--- src/rtl/circ_window_buf_pkg.sv ---
// circ_window_buf_pkg
//   Shared constants for the circular window buffer and the downstream
//   four-way index generator: window length, default geometry, and the
//   pointer/count width helpers both stages derive their buses from.
package circ_window_buf_pkg;

  localparam int WIN_LEN   = 4;   // the index generator is hard-wired four-way
  localparam int DEF_SIZE  = 16;
  localparam int DEF_WIDTH = 8;
  localparam int STRIDE_W  = 3;   // enough to encode 0..WIN_LEN plus illegal values

  localparam int PTR_W = $clog2(DEF_SIZE);
  localparam int CNT_W = PTR_W + 1;  // count must reach SIZE itself

  function automatic int ptr_w(input int size);
    return $clog2(size);
  endfunction

  function automatic int cnt_w(input int size);
    return $clog2(size) + 1;
  endfunction

endpackage

--- src/rtl/circ_window_buf_if.sv ---
// circ_window_buf_if
//   Producer/consumer bundle of the circular window buffer.
//   master : producer + consumer side (drives wr_*, adv_*)
//   slave  : the buffer (drives wr_ready, window, status)
//   Signals: wr_en, wr_data, wr_ready, adv_en, adv_stride, rd_ptr,
//            win_data_flat, win_valid, count, empty, err_stride
interface circ_window_buf_if
  import circ_window_buf_pkg::*;
#(
  parameter int SIZE  = DEF_SIZE,
  parameter int WIDTH = DEF_WIDTH,
  parameter int WIN   = WIN_LEN
);
  localparam int PW = ptr_w(SIZE);
  localparam int CW = cnt_w(SIZE);

  logic                 wr_en;
  logic [WIDTH-1:0]     wr_data;
  logic                 wr_ready;
  logic                 adv_en;
  logic [STRIDE_W-1:0]  adv_stride;
  logic [PW-1:0]        rd_ptr;
  logic [WIN*WIDTH-1:0] win_data_flat;
  logic                 win_valid;
  logic [CW-1:0]        count;
  logic                 empty;
  logic                 err_stride;

  modport master (
    output wr_en, wr_data, adv_en, adv_stride,
    input  wr_ready, rd_ptr, win_data_flat, win_valid, count, empty, err_stride
  );

  modport slave (
    input  wr_en, wr_data, adv_en, adv_stride,
    output wr_ready, rd_ptr, win_data_flat, win_valid, count, empty, err_stride
  );

endinterface

--- src/rtl/circ_window_buf_wrap_add.sv ---
// wrap_add
//   Modular pointer adder: y = (a + b) mod SIZE.
//   Ports: a, b (pointer-width operands), y (wrapped sum).
//   Handles non-power-of-two SIZE as well, so it never silently relies on
//   truncation.
module wrap_add
  import circ_window_buf_pkg::*;
#(
  parameter int SIZE = DEF_SIZE
) (
  input  logic [$clog2(SIZE)-1:0] a,
  input  logic [$clog2(SIZE)-1:0] b,
  output logic [$clog2(SIZE)-1:0] y
);
  localparam int W = ptr_w(SIZE);
  localparam logic [W:0] MODULUS = (W+1)'(SIZE);

  logic [W:0] sum;
  logic [W:0] sum_wrapped;

  assign sum         = {1'b0, a} + {1'b0, b};
  assign sum_wrapped = sum - MODULUS;
  assign y           = (sum >= MODULUS) ? sum_wrapped[W-1:0] : sum[W-1:0];

endmodule

--- src/rtl/circ_window_buf.sv ---
// circ_window_buf
//   Circular buffer presenting a WIN-entry sliding window starting at rd_ptr.
//   The consumer retires 0..WIN entries per advance; an oversize stride is
//   rejected and latched in the sticky err_stride flag.
//   Ports: clk, rst (async, active-high), bus (circ_window_buf_if.slave).
module circ_window_buf
  import circ_window_buf_pkg::*;
#(
  parameter int SIZE  = DEF_SIZE,
  parameter int WIDTH = DEF_WIDTH,
  parameter int WIN   = WIN_LEN
) (
  input  logic               clk,
  input  logic               rst,
  circ_window_buf_if.slave   bus
);
  localparam int PW = ptr_w(SIZE);
  localparam int CW = cnt_w(SIZE);
  localparam logic [PW-1:0] PTR_ONE = PW'(1);

  logic [WIDTH-1:0] mem [SIZE];
  logic [PW-1:0]    wr_ptr, rd_ptr;
  logic [PW-1:0]    wr_ptr_nxt, rd_ptr_adv;
  logic [CW-1:0]    count, count_nxt, stride_acc;
  logic [PW-1:0]    stride_ext;
  logic             err_stride;
  logic             wr_ready, win_valid;
  logic             stride_ok, wr_acc, adv_acc, adv_bad;

  // Status derives from the registered count, so wr_ready reflects the
  // pre-edge occupancy and a full buffer refuses writes even while an
  // advance frees space in the same cycle.
  assign wr_ready  = (count < CW'(SIZE));
  assign win_valid = (count >= CW'(WIN));

  assign stride_ok  = (bus.adv_stride <= STRIDE_W'(WIN));
  assign wr_acc     = bus.wr_en && wr_ready;
  assign adv_acc    = bus.adv_en && win_valid && stride_ok;
  assign adv_bad    = bus.adv_en && win_valid && !stride_ok;
  assign stride_acc = adv_acc ? CW'(bus.adv_stride) : '0;
  assign count_nxt  = count + CW'(wr_acc) - stride_acc;
  assign stride_ext = PW'(bus.adv_stride);

  wrap_add #(.SIZE(SIZE)) u_wr_inc (.a(wr_ptr), .b(PTR_ONE),    .y(wr_ptr_nxt));
  wrap_add #(.SIZE(SIZE)) u_rd_adv (.a(rd_ptr), .b(stride_ext), .y(rd_ptr_adv));

  for (genvar i = 0; i < WIN; i++) begin : g_win
    logic [PW-1:0] idx;
    wrap_add #(.SIZE(SIZE)) u_idx (.a(rd_ptr), .b(PW'(i)), .y(idx));
    assign bus.win_data_flat[i*WIDTH +: WIDTH] = mem[idx];
  end

  always_ff @(posedge clk or posedge rst) begin
    if (rst) begin
      wr_ptr     <= '0;
      rd_ptr     <= '0;
      count      <= '0;
      err_stride <= 1'b0;
      for (int k = 0; k < SIZE; k++) mem[k] <= '0;
    end else begin
      if (wr_acc) begin
        mem[wr_ptr] <= bus.wr_data;
        wr_ptr      <= wr_ptr_nxt;
      end
      if (adv_acc) rd_ptr <= rd_ptr_adv;
      if (adv_bad) err_stride <= 1'b1;
      count <= count_nxt;
    end
  end

  assign bus.wr_ready   = wr_ready;
  assign bus.win_valid  = win_valid;
  assign bus.rd_ptr     = rd_ptr;
  assign bus.count      = count;
  assign bus.empty      = (count == '0);
  assign bus.err_stride = err_stride;

endmodule

--- src/flat_wrapper.sv ---
// flat-port wrapper written by rule: the top's interface ports become plain ports
module circ_window_buf_flat import circ_window_buf_pkg::*;
#(
  parameter int SIZE  = DEF_SIZE,
  parameter int WIDTH = DEF_WIDTH,
  parameter int WIN   = WIN_LEN
)
  (clk, rst, bus_wr_en, bus_wr_data, bus_adv_en, bus_adv_stride, bus_wr_ready, bus_rd_ptr, bus_win_data_flat, bus_win_valid, bus_count, bus_empty, bus_err_stride);
  circ_window_buf_if #(.SIZE(SIZE), .WIDTH(WIDTH), .WIN(WIN)) bus_i ();
  input  logic clk;
  input  logic rst;
  input wire logic [$bits(bus_i.wr_en)-1:0] bus_wr_en;
  input wire logic [$bits(bus_i.wr_data)-1:0] bus_wr_data;
  input wire logic [$bits(bus_i.adv_en)-1:0] bus_adv_en;
  input wire logic [$bits(bus_i.adv_stride)-1:0] bus_adv_stride;
  output wire logic [$bits(bus_i.wr_ready)-1:0] bus_wr_ready;
  output wire logic [$bits(bus_i.rd_ptr)-1:0] bus_rd_ptr;
  output wire logic [$bits(bus_i.win_data_flat)-1:0] bus_win_data_flat;
  output wire logic [$bits(bus_i.win_valid)-1:0] bus_win_valid;
  output wire logic [$bits(bus_i.count)-1:0] bus_count;
  output wire logic [$bits(bus_i.empty)-1:0] bus_empty;
  output wire logic [$bits(bus_i.err_stride)-1:0] bus_err_stride;
  assign bus_i.wr_en = bus_wr_en;
  assign bus_i.wr_data = bus_wr_data;
  assign bus_i.adv_en = bus_adv_en;
  assign bus_i.adv_stride = bus_adv_stride;
  assign bus_wr_ready = bus_i.wr_ready;
  assign bus_rd_ptr = bus_i.rd_ptr;
  assign bus_win_data_flat = bus_i.win_data_flat;
  assign bus_win_valid = bus_i.win_valid;
  assign bus_count = bus_i.count;
  assign bus_empty = bus_i.empty;
  assign bus_err_stride = bus_i.err_stride;
  circ_window_buf #(.SIZE(SIZE), .WIDTH(WIDTH), .WIN(WIN)) u_core (.clk(clk), .rst(rst), .bus(bus_i));
endmodule
--- config.mk ---
export PLATFORM = sky130hd
export DESIGN_NAME = circ_window_buf_flat
export DESIGN_NICKNAME = d
export VERILOG_FILES = /design/src/rtl/circ_window_buf_pkg.sv /design/src/rtl/circ_window_buf_if.sv /design/src/rtl/circ_window_buf_wrap_add.sv /design/src/rtl/circ_window_buf.sv /design/src/flat_wrapper.sv
export SDC_FILE = /design/constraint.sdc
export NUM_CORES = 1
export LEC_CHECK = 0
export CELL_PAD_IN_SITES_DETAIL_PLACEMENT = 0
export CELL_PAD_IN_SITES_GLOBAL_PLACEMENT = 1
export CORE_MARGIN = 3
export CORE_UTILIZATION = 45
export CTS_CLUSTER_SIZE = 30
export DETAILED_ROUTE_END_ITERATION = 10
export GPL_ROUTABILITY_DRIVEN = 0
export PLACE_DENSITY = 0.73
export SYNTH_ARGS = -nofsm -noshare
export SYNTH_HDL_FRONTEND = slang
export SYNTH_SLANG_ARGS = --single-unit
--- constraint.sdc ---
create_clock -name clk -period 11.32 [get_ports clk]
set_clock_uncertainty 0.2 [all_clocks]
set_input_delay 2.83 -clock clk [delete_from_list [all_inputs] [get_ports clk]]
set_output_delay 2.83 -clock clk [all_outputs]
set_load 0.01 [all_outputs]
==> impl_metrics.tcl <==
set metrics [dict create \
    final_nets 774 \
    cts-resized-gates 0 \
    critical_path.top_delay_family "buffers and inverters" \
    max-slew-margin-rel_pct 20.7 \
    postSynthCellCount 700 \
    whs_ps 301 \
    setup_crit_end_kind "output pin" \
    dpl.hpwl_mm 18.3 \
    h-tree-depth 4 \
    post-synth-top-area-fraction_pct 37.5 \
    grt_pass1_vias 6761 \
    hold_path_class "flop to flop" \
    port_buffers 59 \
    timing.final.hold_violations 0 \
    grt_max_degree 93 \
    syn-cell-area_mm2 0.00948 \
    p_int_mw 2.38 \
    total_power_mw 4.04 \
    std_cell_rows 52 \
    effective_utilization_at_floorplan_pct 46.3 \
    fin_util_pct 52.9 \
    net-switching-power_mw 1.65 \
    switching_share_pct 40.9 \
    yosys_top_cell_by_area "sky130_fd_sc_hd__dfrtp_1" \
    number_of_antenna_violating_nets_in_the_routed_design 0 \
    synth.area.top_cells "sky130_fd_sc_hd__dfrtp_1, sky130_fd_sc_hd__mux2_2, sky130_fd_sc_hd__mux4_2" \
    vdd_ir_drop_max_uv 225 \
    r2r_cells 14 \
    post-route-worst-setup-slack_ps 3500 \
    run_status "completed" \
    worst-endpoint-arrival_ps 4790 \
    tritoncts_buffer_count 17 \
    cp-start-kind "flop" \
    crit_path_start "u_core.bus.rd_ptr[0]$_DFFE_PP0N_" \
    power.static_leakage_nw 4.67 \
    worstSetupPathDepth 8 \
    fraction_of_layout_cells_with_a_size_suffix_above_1_pct 34.4 \
    routed_wl_mm 26.4 \
    clk_pwr_share_pct 14.2 \
    crit_chain "inv_1 > ha_2 > buf_4 > mux4_2 > nor2b_1 > a211oi_1 > a21oi_1 > clkdlybuf4s50_1" \
    io_pins 60 \
    finalNonFillerCells 1021 \
    detail_route.iter0.violations 533 \
    ys_ff_latch 142 \
    maxClockFrequency_mhz 128 \
    synth_area_per_cell_um2 13.5 \
    final_max_slew_viol_count 0 \
    fp.dieH_um 151 \
    globalRoute.totalOverflow 0 \
    ctsLongestPathBuffers 2 \
    area_growth_syn_to_layout_pct 14.3 \
    drt-vias-per-instance 6.49 \
    r2r_start "u_core.bus.count[3]$_DFF_PP0_" \
    numClockSinks 142 \
    power_per_cell_area_mw_per_mm2 372 \
    timing.critical_path.buf_inv 3 \
    vias 6631 \
    drc 0 \
    ys_async_sr_fraction_pct 100 \
    edff_count_synth 0 \
    critical_path.reg2reg.endpoint "u_core.bus.count[4]$_DFF_PP0_" \
    worstMarginPinSlew_ps 1180 \
    worst-path-max-fanout 43 \
    clock_latency_ps 430 \
    grt_first_pass_wirelength_mm 41.2 \
    final.period_utilization_pct 69.1 \
    setup_viol_count_final 0 \
    synth_seq_area_share_pct 37.5 \
    clkTransAtPathRegs_ps 70 \
    yosys.cell_count.top_type "sky130_fd_sc_hd__mux2_2" \
    total_number_of_yosys_warnings 0 \
    share_of_power_burned_in_registers_pct 24.5 \
    place_inst 989 \
    postPlaceCellArea_mm2 0.0102 \
    cts-root-buf "sky130_fd_sc_hd__clkbuf_16" \
    post_layout_min_period_ps 7820 \
    floorplan.die.width_um 151 \
    core-area_mm2 0.0205 \
    grt_antenna_before_repair 0 \
    stdcell_area_mm2 0.0108 \
    synthTopCellsByCount "sky130_fd_sc_hd__mux2_2, sky130_fd_sc_hd__dfrtp_1, sky130_fd_sc_hd__mux2i_1" \
    final.setup.tns_ps 0 \
    power.combinational.fraction_pct 61.3 \
    min_delay_src "u_core.bus.err_stride$_DFFE_PP0P_" \
    ys_types 45 \
    design.die.area_mm2 0.0229 \
    critical_path_class "flop to output pin" \
    cts_hold_buffers 0 \
    max_cap_violations 0 \
    cts_setup_buffers 0 \
    grt.total_usage_pct 24.3 \
    post_drt_wl_per_cell_um 25.8 \
    postSynth.topFlopCell "sky130_fd_sc_hd__dfrtp_1" \
    drt_pass1_iterations 5 \
    antenna_cells 0 \
    syn-num-nets 736 \
    worst_ep_required_time_ps 8290 \
    dp_worst_setup_slack_ps 3930 \
    critPathCapture "bus_win_data_flat[10]" \
    critPathSlowestCell "sky130_fd_sc_hd__dfrtp_4" \
    tritoncts "done" \
    reg2reg_setup_slack_ps 8490 \
    grt_setup_unrepaired "false" \
    slowest_delay_ps 860 \
]
-- worst min path at each step --
stage | end | slack (ps) | cells after the start
final | u_core.bus.err_stride$_DFFE_PP0P_ | 300 | 1
after floorplan | u_core.mem[69]$_DFFE_PP0P_ | 280 | 1
after CTS | u_core.bus.err_stride$_DFFE_PP0P_ | 310 | 1
after global placement | u_core.bus.err_stride$_DFFE_PP0P_ | 270 | 1
after detailed placement | u_core.bus.err_stride$_DFFE_PP0P_ | 290 | 1
after global routing | u_core.bus.err_stride$_DFFE_PP0P_ | 340 | 1
-- power by group through the flow --
stage | clock, mW | sequential [mW] | combinational (mW)
2_1_floorplan | 0 | 0.873 | 1.72
5_1_grt | 0.607 | 1.02 | 2.65
3_3_place_gp | 0 | 0.964 | 2.43
6_report | 0.573 | 0.988 | 2.48
4_1_cts | 0.583 | 0.978 | 2.48
3_5_place_dp | 0 | 0.985 | 2.47
-- per-layer routing --
metal	global-route usage, %	vias to the layer above	wire, µm
met4	5.76	0	578
li1	-	2803	-
met5	0	-	0
met3	4.31	47	1650
met1	33.6	3485	11200
met2	40.2	296	13000
-- cells in the final DEF (no fill, tap or decap), types with 8 or more instances in the layout --
cell,synthesis,routed
sky130_fd_sc_hd__mux2_2,146,146
sky130_fd_sc_hd__and2_1,8,8
sky130_fd_sc_hd__nor2b_1,11,11
sky130_fd_sc_hd__clkbuf_16,0,17
sky130_fd_sc_hd__o22ai_1,8,8
sky130_fd_sc_hd__clkdlybuf4s50_1,0,59
sky130_fd_sc_hd__a21oi_1,20,20
sky130_fd_sc_hd__o21ai_0,13,13
sky130_fd_sc_hd__mux4_2,62,62
sky130_fd_sc_hd__ha_1,19,18
sky130_fd_sc_hd__dfrtp_1,142,140
sky130_fd_sc_hd__nand2_1,41,41
sky130_fd_sc_hd__inv_1,16,15
sky130_fd_sc_hd__mux4_1,18,18
sky130_fd_sc_hd__a221o_1,8,8
sky130_fd_sc_hd__mux2i_1,64,64
sky130_fd_sc_hd__a211oi_1,16,16
-- registers in the layout, summed over array words and instances (netlist names) --
name and cells:
u_core.bus.count 5, u_core.bus.err_stride 1, u_core.bus.rd_ptr 4, u_core.mem 128, u_core.wr_ptr 4
-- kinds of logic (layout without fill, tap and decap cells) --
logic type	Yosys count	count (layout)	synth area share [%]
xor+xnor	14	14	1.65
simple gates	78	78	4.05
fa+ha+maj	21	21	2.93
buf+inv	64	115	3.23
mux	296	296	44.5
flops	142	142	37.5
compound gates	85	85	6.16
-- cell type report --
type	count	area (µm²)
Inverter	17	68.8
Tap cell	270	338
Multi-Input combinational cell	494	5630
Fill cell	1754	9660
Clock buffer	19	443
Clock inverter	13	153
Sequential cell	142	3560
Timing Repair Buffer	66	643
-- worst register-to-register path: cells and delay by family (launching register included) --
kind	cells	cell delay, ps
fa+ha+maj	4	960
simple gates	3	550
flops	1	400
buf+inv	4	280
compound gates	2	170
xor+xnor	1	140
No activity file was read; power rests on OpenSTA's default activity.
